**src/rtl/hamming_stream_encoder.sv**
```systemverilog
// ---------------------------------------------------------------------------------------------
// hamming_stream_encoder
//
// Transmit-side SECDED Hamming(8,4) encoder. Bytes arrive on a valid/ready input stream. Each
// byte is split into two nibbles, and each nibble is encoded into one 8-bit codeword. The two
// codewords go out on a registered valid/ready output stream, low nibble first.
//
// An optional per-byte error mask is XORed into the low-nibble codeword only. This lets the
// downstream decoder path be exercised on silicon.
//
// Codeword layout: {c_all, d3, d2, d1, c2, d0, c1, c0}
//   c0    = d0 ^ d1 ^ d3
//   c1    = d0 ^ d2 ^ d3
//   c2    = d1 ^ d2 ^ d3
//   c_all = even parity over bits [6:0]
//
// Parameters
//   INJECT_EN    1: in_err_mask is XORed into the low codeword; 0: the mask is ignored
//   CNT_W        width of the cw_count output-handshake counter
//
// Ports
//   clk          clock; all state changes on the rising edge
//   rst_n        asynchronous active-low reset
//   in_valid     in_data / in_err_mask valid
//   in_ready     encoder can take a byte this cycle
//   in_data      byte to encode; [3:0] is sent first, [7:4] second
//   in_err_mask  error-injection mask, captured with the byte
//   out_valid    out_data holds a codeword
//   out_ready    sink accepts out_data this cycle
//   out_data     registered codeword
//   busy         state is not idle
//   cw_count     output handshakes completed, modulo 2^CNT_W
// ---------------------------------------------------------------------------------------------
module hamming_stream_encoder #(
  parameter int unsigned INJECT_EN = 1,
  parameter int unsigned CNT_W     = 8
) (
  input  logic             clk,
  input  logic             rst_n,
  input  logic             in_valid,
  output logic             in_ready,
  input  logic [7:0]       in_data,
  input  logic [7:0]       in_err_mask,
  output logic             out_valid,
  input  logic             out_ready,
  output logic [7:0]       out_data,
  output logic             busy,
  output logic [CNT_W-1:0] cw_count
);

  // -------------------------------------------------------------------------------------------
  // Nibble encoder
  // -------------------------------------------------------------------------------------------
  function automatic logic [7:0] enc_nibble(input logic [3:0] d);
    logic       c0;
    logic       c1;
    logic       c2;
    logic [6:0] cw7;
    c0  = d[0] ^ d[1] ^ d[3];
    c1  = d[0] ^ d[2] ^ d[3];
    c2  = d[1] ^ d[2] ^ d[3];
    cw7 = {d[3], d[2], d[1], c2, d[0], c1, c0};
    return {^cw7, cw7};
  endfunction

  // -------------------------------------------------------------------------------------------
  // State encoding
  // -------------------------------------------------------------------------------------------
  typedef enum logic [1:0] {
    StIdle = 2'd0,
    StLo   = 2'd1,
    StHi   = 2'd2
  } state_e;

  state_e            r_state;
  state_e            w_state_next;

  logic [3:0]        r_hi_nib;     // high nibble waiting behind the low codeword
  logic [7:0]        r_out_data;
  logic [CNT_W-1:0]  r_cw_count;

  logic              w_in_ready;
  logic              w_in_xfer;
  logic              w_out_valid;
  logic              w_out_xfer;
  logic              w_load_hi;
  logic [7:0]        w_mask_eff;
  logic [7:0]        w_lo_cw;

  // The mask is folded into the low codeword at capture time. Because of that, no mask
  // register is needed, whether or not injection is enabled.
  assign w_mask_eff = (INJECT_EN != 0) ? in_err_mask : 8'h00;
  assign w_lo_cw    = enc_nibble(in_data[3:0]) ^ w_mask_eff;

  // -------------------------------------------------------------------------------------------
  // Handshake decode
  // -------------------------------------------------------------------------------------------
  // out_ready -> in_ready is the only combinational path through this block. In HI, a
  // completing high handshake frees the output register for the next byte in the same cycle.
  assign w_in_ready  = rst_n & ((r_state == StIdle) | ((r_state == StHi) & out_ready));
  assign w_in_xfer   = in_valid & w_in_ready;
  assign w_out_valid = (r_state != StIdle);
  assign w_out_xfer  = w_out_valid & out_ready;
  assign w_load_hi   = (r_state == StLo) & out_ready;

  // -------------------------------------------------------------------------------------------
  // State register
  // -------------------------------------------------------------------------------------------
  always_ff @(posedge clk or negedge rst_n) begin
    if (!rst_n) begin
      r_state <= StIdle;
    end else begin
      r_state <= w_state_next;
    end
  end

  // -------------------------------------------------------------------------------------------
  // Next-state logic
  // -------------------------------------------------------------------------------------------
  always_comb begin
    w_state_next = r_state;
    unique case (r_state)
      StIdle: begin
        if (in_valid) begin
          w_state_next = StLo;
        end
      end
      StLo: begin
        if (out_ready) begin
          w_state_next = StHi;
        end
      end
      StHi: begin
        if (out_ready) begin
          // Back-to-back: a waiting byte goes straight into LO, with no idle bubble.
          w_state_next = in_valid ? StLo : StIdle;
        end
      end
      default: w_state_next = StIdle;
    endcase
  end

  // -------------------------------------------------------------------------------------------
  // Datapath registers
  // -------------------------------------------------------------------------------------------
  always_ff @(posedge clk or negedge rst_n) begin
    if (!rst_n) begin
      r_hi_nib   <= 4'h0;
      r_out_data <= 8'h00;
    end else if (w_in_xfer) begin
      r_hi_nib   <= in_data[7:4];
      r_out_data <= w_lo_cw;
    end else if (w_load_hi) begin
      // The high codeword is always sent clean.
      r_out_data <= enc_nibble(r_hi_nib);
    end
  end

  // Free-running handshake counter; it wraps silently.
  always_ff @(posedge clk or negedge rst_n) begin
    if (!rst_n) begin
      r_cw_count <= '0;
    end else if (w_out_xfer) begin
      r_cw_count <= r_cw_count + 1'b1;
    end
  end

  // -------------------------------------------------------------------------------------------
  // Outputs
  // -------------------------------------------------------------------------------------------
  always_comb begin
    in_ready  = w_in_ready;
    out_valid = w_out_valid;
    out_data  = r_out_data;
    busy      = (r_state != StIdle);
    cw_count  = r_cw_count;
  end

endmodule
```
**config.mk**
```make
export PLATFORM = sky130hd
export DESIGN_NAME = hamming_stream_encoder
export DESIGN_NICKNAME = d
export VERILOG_FILES = /design/src/rtl/hamming_stream_encoder.sv
export SDC_FILE = /design/constraint.sdc
export NUM_CORES = 1
export LEC_CHECK = 0
export CORE_MARGIN = 4
export CORE_UTILIZATION = 41
export DETAILED_ROUTE_END_ITERATION = 12
export PLACE_DENSITY = 0.86
export REMOVE_ABC_BUFFERS = 1
export SLEW_MARGIN = 0
export SYNTH_ARGS = -nofsm -noshare
export SYNTH_HDL_FRONTEND = slang
export SYNTH_SLANG_ARGS = --single-unit
```
**constraint.sdc**
```tcl
create_clock -name clk -period 1.1 [get_ports clk]
set_input_delay 0.22 -clock clk [delete_from_list [all_inputs] [get_ports clk]]
set_output_delay 0.22 -clock clk [all_outputs]
set_load 0.005 [all_outputs]
```
; Yosys cells after proc, flatten, opt, wreduce, memory -nomap -nowiden
; Index checks and enable logic that the tools add are counted.
[word_totals]
ff_bits = 22
latch_bits = 0
ram_bits = 0
mem_bits_ro = 0
input_bits = 20
out_inout_bits = 19
wordCells = 42
memories = 0
[op_classes]
n_addsub = 1
multipliers = 0
div_mod_pow = 0
magnitude_cmp = 0
n_eq_ne = 5
shifts = 0
mux = 7
n_bitwise = 19
n_reduce_logical = 6
[op_table]
columns = op, n
row1 = two-way mux 8 bit, 2
row2 = parity 7 bit, 2
row3 = XOR 1 bit, 12
row4 = "adder 8 x 1 -> 8 bit, second input constant", 1
row5 = XOR 8 bit, 1
row6 = two-way mux 2 bit, 3
row7 = "!= test 2 bit, second input constant", 3
row8 = case mux 2 bit (3 select lines), 1
row9 = bitwise AND 1 bit, 5
row10 = nonzero test 2 bit, 2
row11 = AND reduction 3 bit, 1
row12 = "equality test 2 x 1 -> 1 bit, second input constant", 1
row13 = "equality test 2 bit, second input constant", 1
row14 = logical NOT 2 bit, 1
row15 = two-way mux 1 bit, 1
row16 = bitwise OR 1 bit, 1

; Depth between registers and ports, before layout
; Gate-level depths: netlist (run 1).
[depth]
ltp_word = 6
depth_mapped = 5
depth_no_buf = 4

; Worst setup path after synthesis (run 1)
; Ideal clock, no wire load.
[synth_timing]
path_type = flip-flop to flip-flop
startpoint = register r_state[0]
endpoint = register r_hi_nib[0]
setup_time_ns = 0.125
arrival_time_ns = 1.122
required_time_ns = 0.975
path_slack_ns = -0.147
stages_incl_launch_ff = 5
path_buffers = 2
synth_period_minus_slack_ns = 1.247
cell_sequence = dfrtp_1 -> buf_2 -> nand4b_4 -> buf_6 -> mux2_4
[synth_via]
elab_chain_cells = 5
elab_cells_between_ends = 6
cone_classes = 1 x eq/ne / 4 x bitwise / 1 x reduce/logical
[synth_lines]
columns = element, line_no
row1 = from (decl), 75  ; state_e r_state;
row2 = from (signal assigned), 111  ; r_state <= StIdle;
row3 = from (signal assigned), 113  ; r_state <= w_state_next;
row4 = equality test 2 bit, 100  ; assign w_in_ready = rst_n & ((r_state == StIdle) | ((r_state == StHi) & out_ready));
row5 = bitwise AND 1 bit, 100
row6 = bitwise OR 1 bit (*), 100
row7 = bitwise AND 1 bit (*), 100
row8 = bitwise AND 1 bit (*), 101  ; assign w_in_xfer = in_valid & w_in_ready;
row9 = to (signal assigned), 151  ; r_hi_nib <= in_data[7:4];
row10 = to (decl), 78  ; logic [3:0] r_hi_nib;
; Mark *: on every way between the ends. The rest lies on a longest branch, timed or not.
; A chain may end at the register's enable or synchronous reset.

; Worst setup path in the final report (run 1)
[layout_timing]
startpoint = register r_state[1]
endpoint = output port in_ready
[layout_via]
elab_chain_cells = 4
elab_cells_between_ends = 5
cone_classes = 1 x eq/ne / 3 x bitwise / 1 x reduce/logical
[layout_lines]
columns = element, line_no
row1 = equality test 2 bit, 100
row2 = bitwise AND 1 bit, 100
row3 = bitwise OR 1 bit (*), 100
row4 = bitwise AND 1 bit (*), 100
row5 = to (decl), 41  ; output logic in_ready,
; Marks and branches as above.

==> results of run 1 <==
[path summary, 6_finish.rpt]
path                                to  slack [ns]  cells past startpoint
min in group clk           r_hi_nib[0]        0.52                      2
hold reg to reg            cw_count[7]        0.55                      2
setup / recovery              in_ready       -0.32                      3
hold / removal             cw_count[1]        0.44                      3
max in group asynchronous  out_data[6]        0.45                      3
setup reg to reg           r_hi_nib[1]       -0.29                      5
[area by class of cell]
type	count	share of cell area
Clock buffer	4	0.0188
Inverter	1	0.00195
Multi-Input combinational cell	70	0.374
Sequential cell	22	0.285
Tap cell	31	0.0201
Timing Repair Buffer	73	0.300
[cell usage after synthesis (2+ instances only)]
| cell type | number | area (µm²) |
|---|---|---|
| mux2_4 | 2 | 30.0 |
| dfrtp_1 | 22 | 551 |
| mux2i_1 | 16 | 160 |
| xor2_1 | 3 | 26.3 |
| mux2_1 | 2 | 22.5 |
| nor2_1 | 2 | 7.51 |
| buf_2 | 2 | 10.0 |
| nand2_1 | 6 | 22.5 |
| xor3_1 | 4 | 95.1 |
| xnor2_1 | 18 | 158 |
| nor3_1 | 2 | 10.0 |
| nand3_1 | 2 | 10.0 |
[state kept, by name, indices dropped and copies added (netlist names)]
| signal | cells |
|---|---|
| cw_count | 8 |
| out_data | 8 |
| r_hi_nib | 4 |
| r_state | 2 |
[cell families (layout without fill, tap and decap cells)]
family,after synthesis,in the layout,share of synthesized area
AO/OA/AOI/OAI,4,4,0.0232
multiplexers,20,20,0.171
buffers and inverters,6,78,0.0292
AND/OR/NAND/NOR,20,20,0.0987
adder cells (fa/ha/maj),1,1,0.0101
flip-flops,22,22,0.443
XOR/XNOR,25,25,0.225
[layout by cell type, fill, tap and decap left out, drive strengths merged]
cell type	netlist	routed
buf	4	54
nand2	6	6
mux2	4	4
nor2b	1	1
xnor2	18	18
nor3b	1	1
nor4	1	1
clkdlybuf4s50	0	19
clkbuf	1	4
ha	1	1
nand4	1	1
o21ai	2	2
o21a	1	1
xor2	3	3
nand3b	1	1
mux2i	16	16
dfrtp	22	22
nand4b	1	1
a211oi	1	1
nand2b	1	1
nor3	2	2
xor3	4	4
inv	1	1
nor2	2	2
nand3	2	2
or2	1	1
[routing by layer]
metal	part of all wire	track usage	vias up	wire [µm]
met5	0	0	-	0
met4	0.0058	0.0579	0	17
met1	0.38	0.176	489	1110
li1	-	-	482	-
met2	0.54	0.302	30	1610
met3	0.072	0.0462	2	213
[worst max-delay path, stage by stage, from the launching register on]
cell and delay (ns):
dfrtp_1 0.42, nor2b_4 0.14, nor3b_2 0.19, buf_2 0.14
[through the flow]
stage / power (mW) / worst slack (ns) / instances / setup TNS, ns / instance area (µm²)
3_3_place_gp: 3.86 / -0.571 / 183 / -9.08 / 1800
4_1_cts: 4.52 / -0.348 / 199 / -5.06 / 1900
2_1_floorplan: 2.67 / -0.160 / 93 / -1.87 / 1210
3_5_place_dp: 3.98 / -0.726 / 183 / -10.21 / 1800
5_1_grt: 4.96 / -0.377 / 201 / -6.64 / 1930
6_report: 4.63 / -0.319 / 201 / -5.30 / 1930
[timing repair]
action / in CTS / in global routing
buffers inserted: 12 / 2
pin swaps: 13 / 5
endpoints found under the setup margin: 37 / 30
hold buffers: 0 / 0
resized for setup: 92 / 3
[power breakdown]
| group | internal [mW] | switching, mW |
|---|---|---|
| Combinational | 1.73 | 0.995 |
| Clock | 0.202 | 0.249 |
| Sequential | 1.17 | 0.286 |
==> flow_metrics.py, run 1 <==
metrics = {
    "outcome": {
        "status": "finished, violations left",
        "violations": "negative setup slack",
    },
    "grt": {
        "grt.total_usage": 0.163,
        "grt_start_max_net_pins": 23,
        "grt_pass1_wl_um": 5080,
        "grt_pass1_vias": 1098,
        "antenna_found_initial": 0,
        "grt-ovfl-total": 0,
    },
    "die": {
        "coreArea_mm2": 0.00283,
        "die_y_um": 63.1,
        "io_pins": 39,
        "initial_utilization": 0.439,
        "fp-row-count": 19,
        "die_area_mm2": 0.00398,
        "chipWidth_um": 63.1,
    },
    "worst_setup_path": {
        "setup.worst_path.class": "reg2out",
        "r2r_start": "r_state[1]",
        "cp-end-kind": "primary output",
        "start_kind": "flip-flop",
        "crit_fanout": 3,
        "required_ns": 0.88,
        "crit_start": "r_state[1]",
        "crit_arrival_ns": 1.20,
    },
    "final_layout": {
        "nets": 192,
        "post-route-util": 0.682,
        "num_antenna_cells": 0,
        "seqCellArea_um2": 551,
        "area_delta_synth_final_pct": 55.3,
        "multiInputGateArea_um2": 721,
        "drive_above_1_share": 0.429,
        "n_fill_cell": 228,
    },
    "min_path": {
        "hold_class": "in2async",
    },
    "clock_network": {
        "cts_buffer_depth": 2,
        "numClockSinks": 22,
        "clk_pin_slew_ns": 0.12,
        "cts_buffers": 3,
        "cts.root.buffer_cell": "clkbuf_4",
        "htree_levels": 1,
        "cts_tree": "done",
        "clk_latency_ns": 0.31,
    },
    "sta": {
        "max_freq_mhz": 705,
        "fin_ws_ns": -0.319,
        "drv_slew": 0,
        "worst_pin_slew_ns": 0.297,
        "max_slew_margin": 0.801,
        "clock_skew_ns": 0.00363,
        "hold_violations": 0,
        "fin_crit_ns": 1.42,
        "grt_setup_unrepaired": "yes",
        "finalCritPeriodShare": 1.29,
        "finalSetupViolCount": 25,
        "fin_hold_ws_ns": 0.435,
    },
    "routing": {
        "routedWlPerCell_um": 14.7,
        "drtPass1Iterations": 3,
        "vias": 1003,
        "viasPerCell": 4.99,
        "drc": 0,
        "final_antenna_net_count": 0,
        "first_iter_violations": 27,
        "routed_wl_um": 2950,
    },
    "placed_design": {
        "gp_congestion": 0.825,
        "port_buffers": 38,
        "post-dp-hpwl_um": 2180,
    },
    "synth": {
        "postSynthCellCount": 98,
        "ys_ff_latch": 22,
        "yosys_warnings": 0,
        "async_flop_share": 1.00,
        "syn_area_mm2": 0.00124,
        "synth_ff_type": "dfrtp_1",
        "avgSynthCellArea_um2": 12.7,
        "synth_cell_types": 29,
        "synth_edf_count": 0,
        "ys_seq_area_frac": 0.443,
    },
    "job": {
        "max_cap_viol_count": 0,
    },
    "power": {
        "vdd_ir_drop_max_v": 0.000910,
        "p_per_area_mw_per_mm2": 2400,
        "p_leak_nw": 1.01,
    },
}
No activity file was read; power rests on OpenSTA's default activity.
==> inputs of run 2 (changes only) <==
GPL_TIMING_DRIVEN = 0   (was unset)
SLEW_MARGIN = unset   (was 0)
==> run 2 against run 1 <==
Against the previous run: the flow finishes with violations (negative hold slack, negative setup slack); fmax is 3.2% higher; clock power decreased by 25%; final area fell by 6.4%; setup slack gained 0.044 ns; first-iteration DRC count down 26%; routed wire length decreased by 13%; die area unchanged.
==> flow_metrics.py, run 2 (synthesis results as in run 1) <==
metrics = {
    "outcome": {
        "status": "finished, violations left",
        "violations": "negative hold slack, negative setup slack",
    },
    "power": {
        "intPower_mw": 2.88,
        "p_per_area_mw_per_mm2": 2360,
        "power.share.sequential": 0.342,
        "p_clk_frac": 0.079,
        "netSwitchingPower_mw": 1.39,
        "sw_frac_of_total": 0.325,
        "vdd_ir_drop_max_v": 0.000923,
        "power_frac_comb": 0.579,
        "p_leak_nw": 0.919,
    },
    "clock_network": {
        "htree_levels": 1,
        "cts_tree": "done",
        "clk_pin_slew_ns": 0.11,
        "cts.root.buffer_cell": "clkbuf_4",
        "cts_buffers": 3,
        "numClockSinks": 22,
        "cts_buffer_depth": 2,
        "clk_latency_ns": 0.29,
    },
    "routing": {
        "viasPerCell": 4.88,
        "drtPass1Iterations": 3,
        "routed_wl_um": 2580,
        "final_antenna_net_count": 0,
        "drc": 0,
        "first_iter_violations": 20,
        "routedWlPerCell_um": 13.9,
        "vias": 903,
    },
    "worst_setup_path": {
        "start_kind": "flip-flop",
        "required_ns": 1.28,
        "crit_arrival_ns": 1.55,
        "r2r_cells": 6,
        "cp_slowest_stage_delay_ns": 0.42,
        "crit_slowest_cell": "dfrtp_2",
        "setup.worst_path.class": "reg2reg",
        "crit_fanout": 6,
        "crit_buf_inv": 3,
        "cp_num_cells": 6,
        "cpMostUsedCell": "buf_6",
        "crit_chain": "buf_6, buf_6, buf_4, o21ai_4, nor4_2, xor2_1",
        "critPathTopFamily": "flip-flops",
        "cp-end-kind": "flip-flop",
    },
    "sta": {
        "worst_pin_slew_ns": 0.540,
        "finalSetupViolCount": 24,
        "max_freq_mhz": 727,
        "tns_ns": -5.55,
        "clock_skew_ns": 0.00478,
        "finalCritPeriodShare": 1.25,
        "max_slew_margin": 0.640,
        "fin_crit_ns": 1.38,
        "fin_hold_ws_ns": -0.106,
        "fin_ws_ns": -0.275,
        "hold_violations": 22,
        "drv_slew": 0,
        "grt_setup_unrepaired": "yes",
    },
    "die": {
        "die_y_um": 63.1,
        "die_area_mm2": 0.00398,
        "io_pins": 39,
        "coreArea_mm2": 0.00283,
        "chipWidth_um": 63.1,
        "initial_utilization": 0.439,
        "fp-row-count": 19,
    },
    "job": {
        "max_cap_viol_count": 0,
    },
    "grt": {
        "grt_pass1_wl_um": 4660,
        "grt-ovfl-total": 0,
        "grt_pass1_vias": 1039,
        "antenna_found_initial": 0,
        "grt.total_usage": 0.147,
        "grt_start_max_net_pins": 25,
    },
    "placed_design": {
        "gp_congestion": 0.841,
        "port_buffers": 38,
        "place_ws_ns": -1.39,
    },
    "final_layout": {
        "n_fill_cell": 230,
        "drive_above_1_share": 0.396,
        "final_cell_mix": "dfrtp_1, buf_2, xnor2_1, clkdlybuf4s50_1, mux2i_1",
        "num_antenna_cells": 0,
        "seqCellArea_um2": 552,
        "layout_commonest_cell": "dfrtp_1",
        "area_delta_synth_final_pct": 45.3,
        "multiInputGateArea_um2": 719,
        "nets": 177,
    },
    "min_path": {
        "hold_class": "in2async",
    },
}
## run 2: stage by stage
stage,instance area (µm²),utilization,cells,power (mW)
floorplan,1210,-,93,2.67
global placement,1630,0.576,162,3.52
detailed placement,1630,0.576,162,3.60
CTS,1790,0.632,185,4.25
global route,1810,0.638,185,4.60
finish,1810,0.638,185,4.26
## run 2: layout make-up
| type | instances | area share |
|---|---|---|
| Timing Repair Buffer | 58 | 0.260 |
| Sequential cell | 22 | 0.306 |
| Inverter | 1 | 0.00208 |
| Multi-Input combinational cell | 70 | 0.398 |
| Tap cell | 31 | 0.0215 |
| Clock buffer | 3 | 0.0125 |
## run 2: what timing repair did
item,in CTS,in global routing
endpoints found under the setup margin,59,24
pin swaps,11,2
endpoints found under the hold margin,22,22
buffers inserted,20,0
resized for setup,99,4
## run 2: worst paths after layout
kind	slack, ns	from	to
worst max-delay path	-0.28	r_state[0]	cw_count[7]
worst min-delay path	-0.11	rst_n	cw_count[4]
worst min register to register	0.55	cw_count[7]	cw_count[7]
max in group asynchronous	0.82	rst_n	r_state[0]
min in group clk	0.46	out_ready	r_state[0]
worst max register to register	-0.28	r_state[0]	cw_count[7]
## run 2: power groups by stage
stage,registers (mW),clock network (mW),logic (mW)
final,1.46,0.338,2.47
after global routing,1.52,0.387,2.69
after CTS,1.47,0.353,2.43
after detailed placement,1.60,0,2.00
after global placement,1.57,0,1.95
after floorplan,1.53,0,1.14
## run 2: routing by layer
layer	part of all wire	vias up	global-route usage
li1	-	446	-
met5	0	-	0
met3	0.084	2	0.0480
met1	0.38	425	0.155
met2	0.52	30	0.269
met4	0.0058	0	0.0579
==> inputs of run 3 (changes only) <==
CORE_UTILIZATION = 40   (was 41)
PLACE_DENSITY = 0.73   (was 0.86)
==> run 3 against run 2 <==
Against the previous run: the run still ends with negative hold slack, negative setup slack left; fmax fell by 7.1%; clock power rose by 89%; cell count rose by 0.54%; utilization rose by 0.87 points; clock skew rose by 0.015 ns.
==> flow_metrics.py, run 3 (synthesis results as in run 1) <==
metrics = {
    "outcome": {
        "status": "finished, violations left",
        "violations": "negative hold slack, negative setup slack",
    },
    "final_layout": {
        "nets": 177,
        "drive_above_1_share": 0.406,
        "fin_area_mm2": 0.00185,
        "layout_commonest_cell": "dfrtp_1",
        "num_antenna_cells": 0,
        "final_cell_mix": "dfrtp_1, buf_2, xnor2_1, clkdlybuf4s50_1, mux2i_1",
        "area_delta_synth_final_pct": 48.5,
    },
    "worst_setup_path": {
        "r2r_start": "r_state[1]",
        "required_ns": 1.32,
        "setup.worst_path.class": "reg2reg",
        "r2r_cells": 6,
        "r2r-end": "cw_count[5]",
        "rrSetupSlack_ns": -0.38,
        "crit_fanout": 6,
        "crit_buf_inv": 3,
        "start_kind": "flip-flop",
        "crit_chain": "buf_6, buf_6, buf_4, o21ai_4, nor3_1, xor2_1",
        "cp_slowest_stage_delay_ns": 0.45,
        "crit_start": "r_state[1]",
        "crit_slowest_cell": "dfrtp_1",
        "crit_arrival_ns": 1.70,
        "cpMostUsedCell": "buf_6",
        "critPathTopFamily": "flip-flops",
        "cp-end-kind": "flip-flop",
    },
    "clock_network": {
        "cts_buffers": 3,
        "numClockSinks": 22,
        "htree_levels": 1,
        "cts.root.buffer_cell": "clkbuf_4",
        "clk_pin_slew_ns": 0.14,
        "cts_tree": "done",
        "cts_buffer_depth": 2,
        "clk_latency_ns": 0.32,
    },
    "sta": {
        "worst_pin_slew_ns": 0.559,
        "drv_slew": 0,
        "fin_hold_ws_ns": -0.144,
        "tns_ns": -6.94,
        "fin_ws_ns": -0.381,
        "hold_violations": 22,
        "max_slew_margin": 0.628,
        "max_freq_mhz": 675,
        "finalCritPeriodShare": 1.35,
        "clock_skew_ns": 0.0196,
        "finalSetupViolCount": 24,
        "fin_crit_ns": 1.48,
        "grt_setup_unrepaired": "yes",
    },
    "die": {
        "fp-row-count": 19,
        "chipWidth_um": 63.7,
        "die_y_um": 63.7,
        "coreArea_mm2": 0.00285,
        "io_pins": 39,
        "die_area_mm2": 0.00406,
        "initial_utilization": 0.436,
    },
    "placed_design": {
        "gp_congestion": 0.814,
        "dpl_cell_area_mm2": 0.00163,
        "port_buffers": 38,
        "post-dp-hpwl_um": 1810,
    },
    "grt": {
        "grt-ovfl-total": 0,
        "grt.total_usage": 0.145,
        "grt_start_max_net_pins": 25,
        "antenna_found_initial": 0,
        "grt_pass1_vias": 1011,
        "grt_pass1_wl_um": 4590,
    },
    "min_path": {
        "hold_class": "in2async",
    },
    "routing": {
        "drc": 0,
        "viasPerCell": 5.01,
        "vias": 932,
        "first_iter_violations": 33,
        "routedWlPerCell_um": 15.7,
        "routed_wl_um": 2910,
        "drtPass1Iterations": 4,
        "final_antenna_net_count": 0,
    },
    "power": {
        "p_per_area_mw_per_mm2": 2520,
        "vdd_ir_drop_max_v": 0.00122,
        "p_leak_nw": 0.938,
    },
    "job": {
        "max_cap_viol_count": 0,
    },
}
## run 3: changes by cell type in the layout (fill, tap and decap cells not counted), sizes merged
cell    before  now
bufinv       0    1
## run 3: how the worst max path moves through the flow
stage | cells after the start | to | slack, ns
after floorplan | 3 | out_data[0] | -0.16
after global placement | 3 | in_ready | -1.38
after detailed placement | 3 | r_hi_nib[2] | -1.43
after CTS | 3 | in_ready | -0.31
after global routing | 6 | cw_count[5] | -0.44
final | 6 | cw_count[5] | -0.38
## run 3: final cells by class
class	instances	area, µm²
repair buffers	58	464
multi-input cells	70	734
clock inverters	1	30.0
flip-flops and latches	22	552
inverters	1	3.75
well taps	31	38.8
fillers	229	1010
clock buffers	3	22.5
## run 3: power by group
| group | switching, mW | leakage [nW] | total [mW] | internal (mW) |
|---|---|---|---|---|
| clock network | 0.269 | 0.0279 | 0.638 | 0.369 |
| registers | 0.297 | 0.263 | 1.47 | 1.17 |
| logic | 0.963 | 0.648 | 2.55 | 1.58 |
| total | 1.53 | 0.938 | 4.65 | 3.12 |
## run 3: per-layer routing
metal / wire [µm] / part of all wire / track usage
met5: 0 / 0 / 0
met4: 22 / 0.0075 / 0.0377
met3: 211 / 0.072 / 0.0630
met2: 1550 / 0.53 / 0.263
met1: 1130 / 0.39 / 0.153
## run 3: through the flow
step	utilization	hold slack [ns]	instances	setup slack [ns]	power, mW
2_1_floorplan	-	-0.0756	93	-0.160	2.67
3_3_place_gp	0.571	0.458	162	-1.38	3.54
3_5_place_dp	0.571	0.464	162	-1.43	3.60
4_1_cts	0.616	-0.121	182	-0.315	4.37
5_1_grt	0.647	-0.110	186	-0.438	4.95
6_report	0.647	-0.144	186	-0.381	4.65
## run 3: repair_timing
item	4_1_cts	5_1_grt
setup endpoints to repair	58	37
setup buffers	16	4
endpoints found under the hold margin	22	22
resized for setup	93	12
pin swaps	1	11
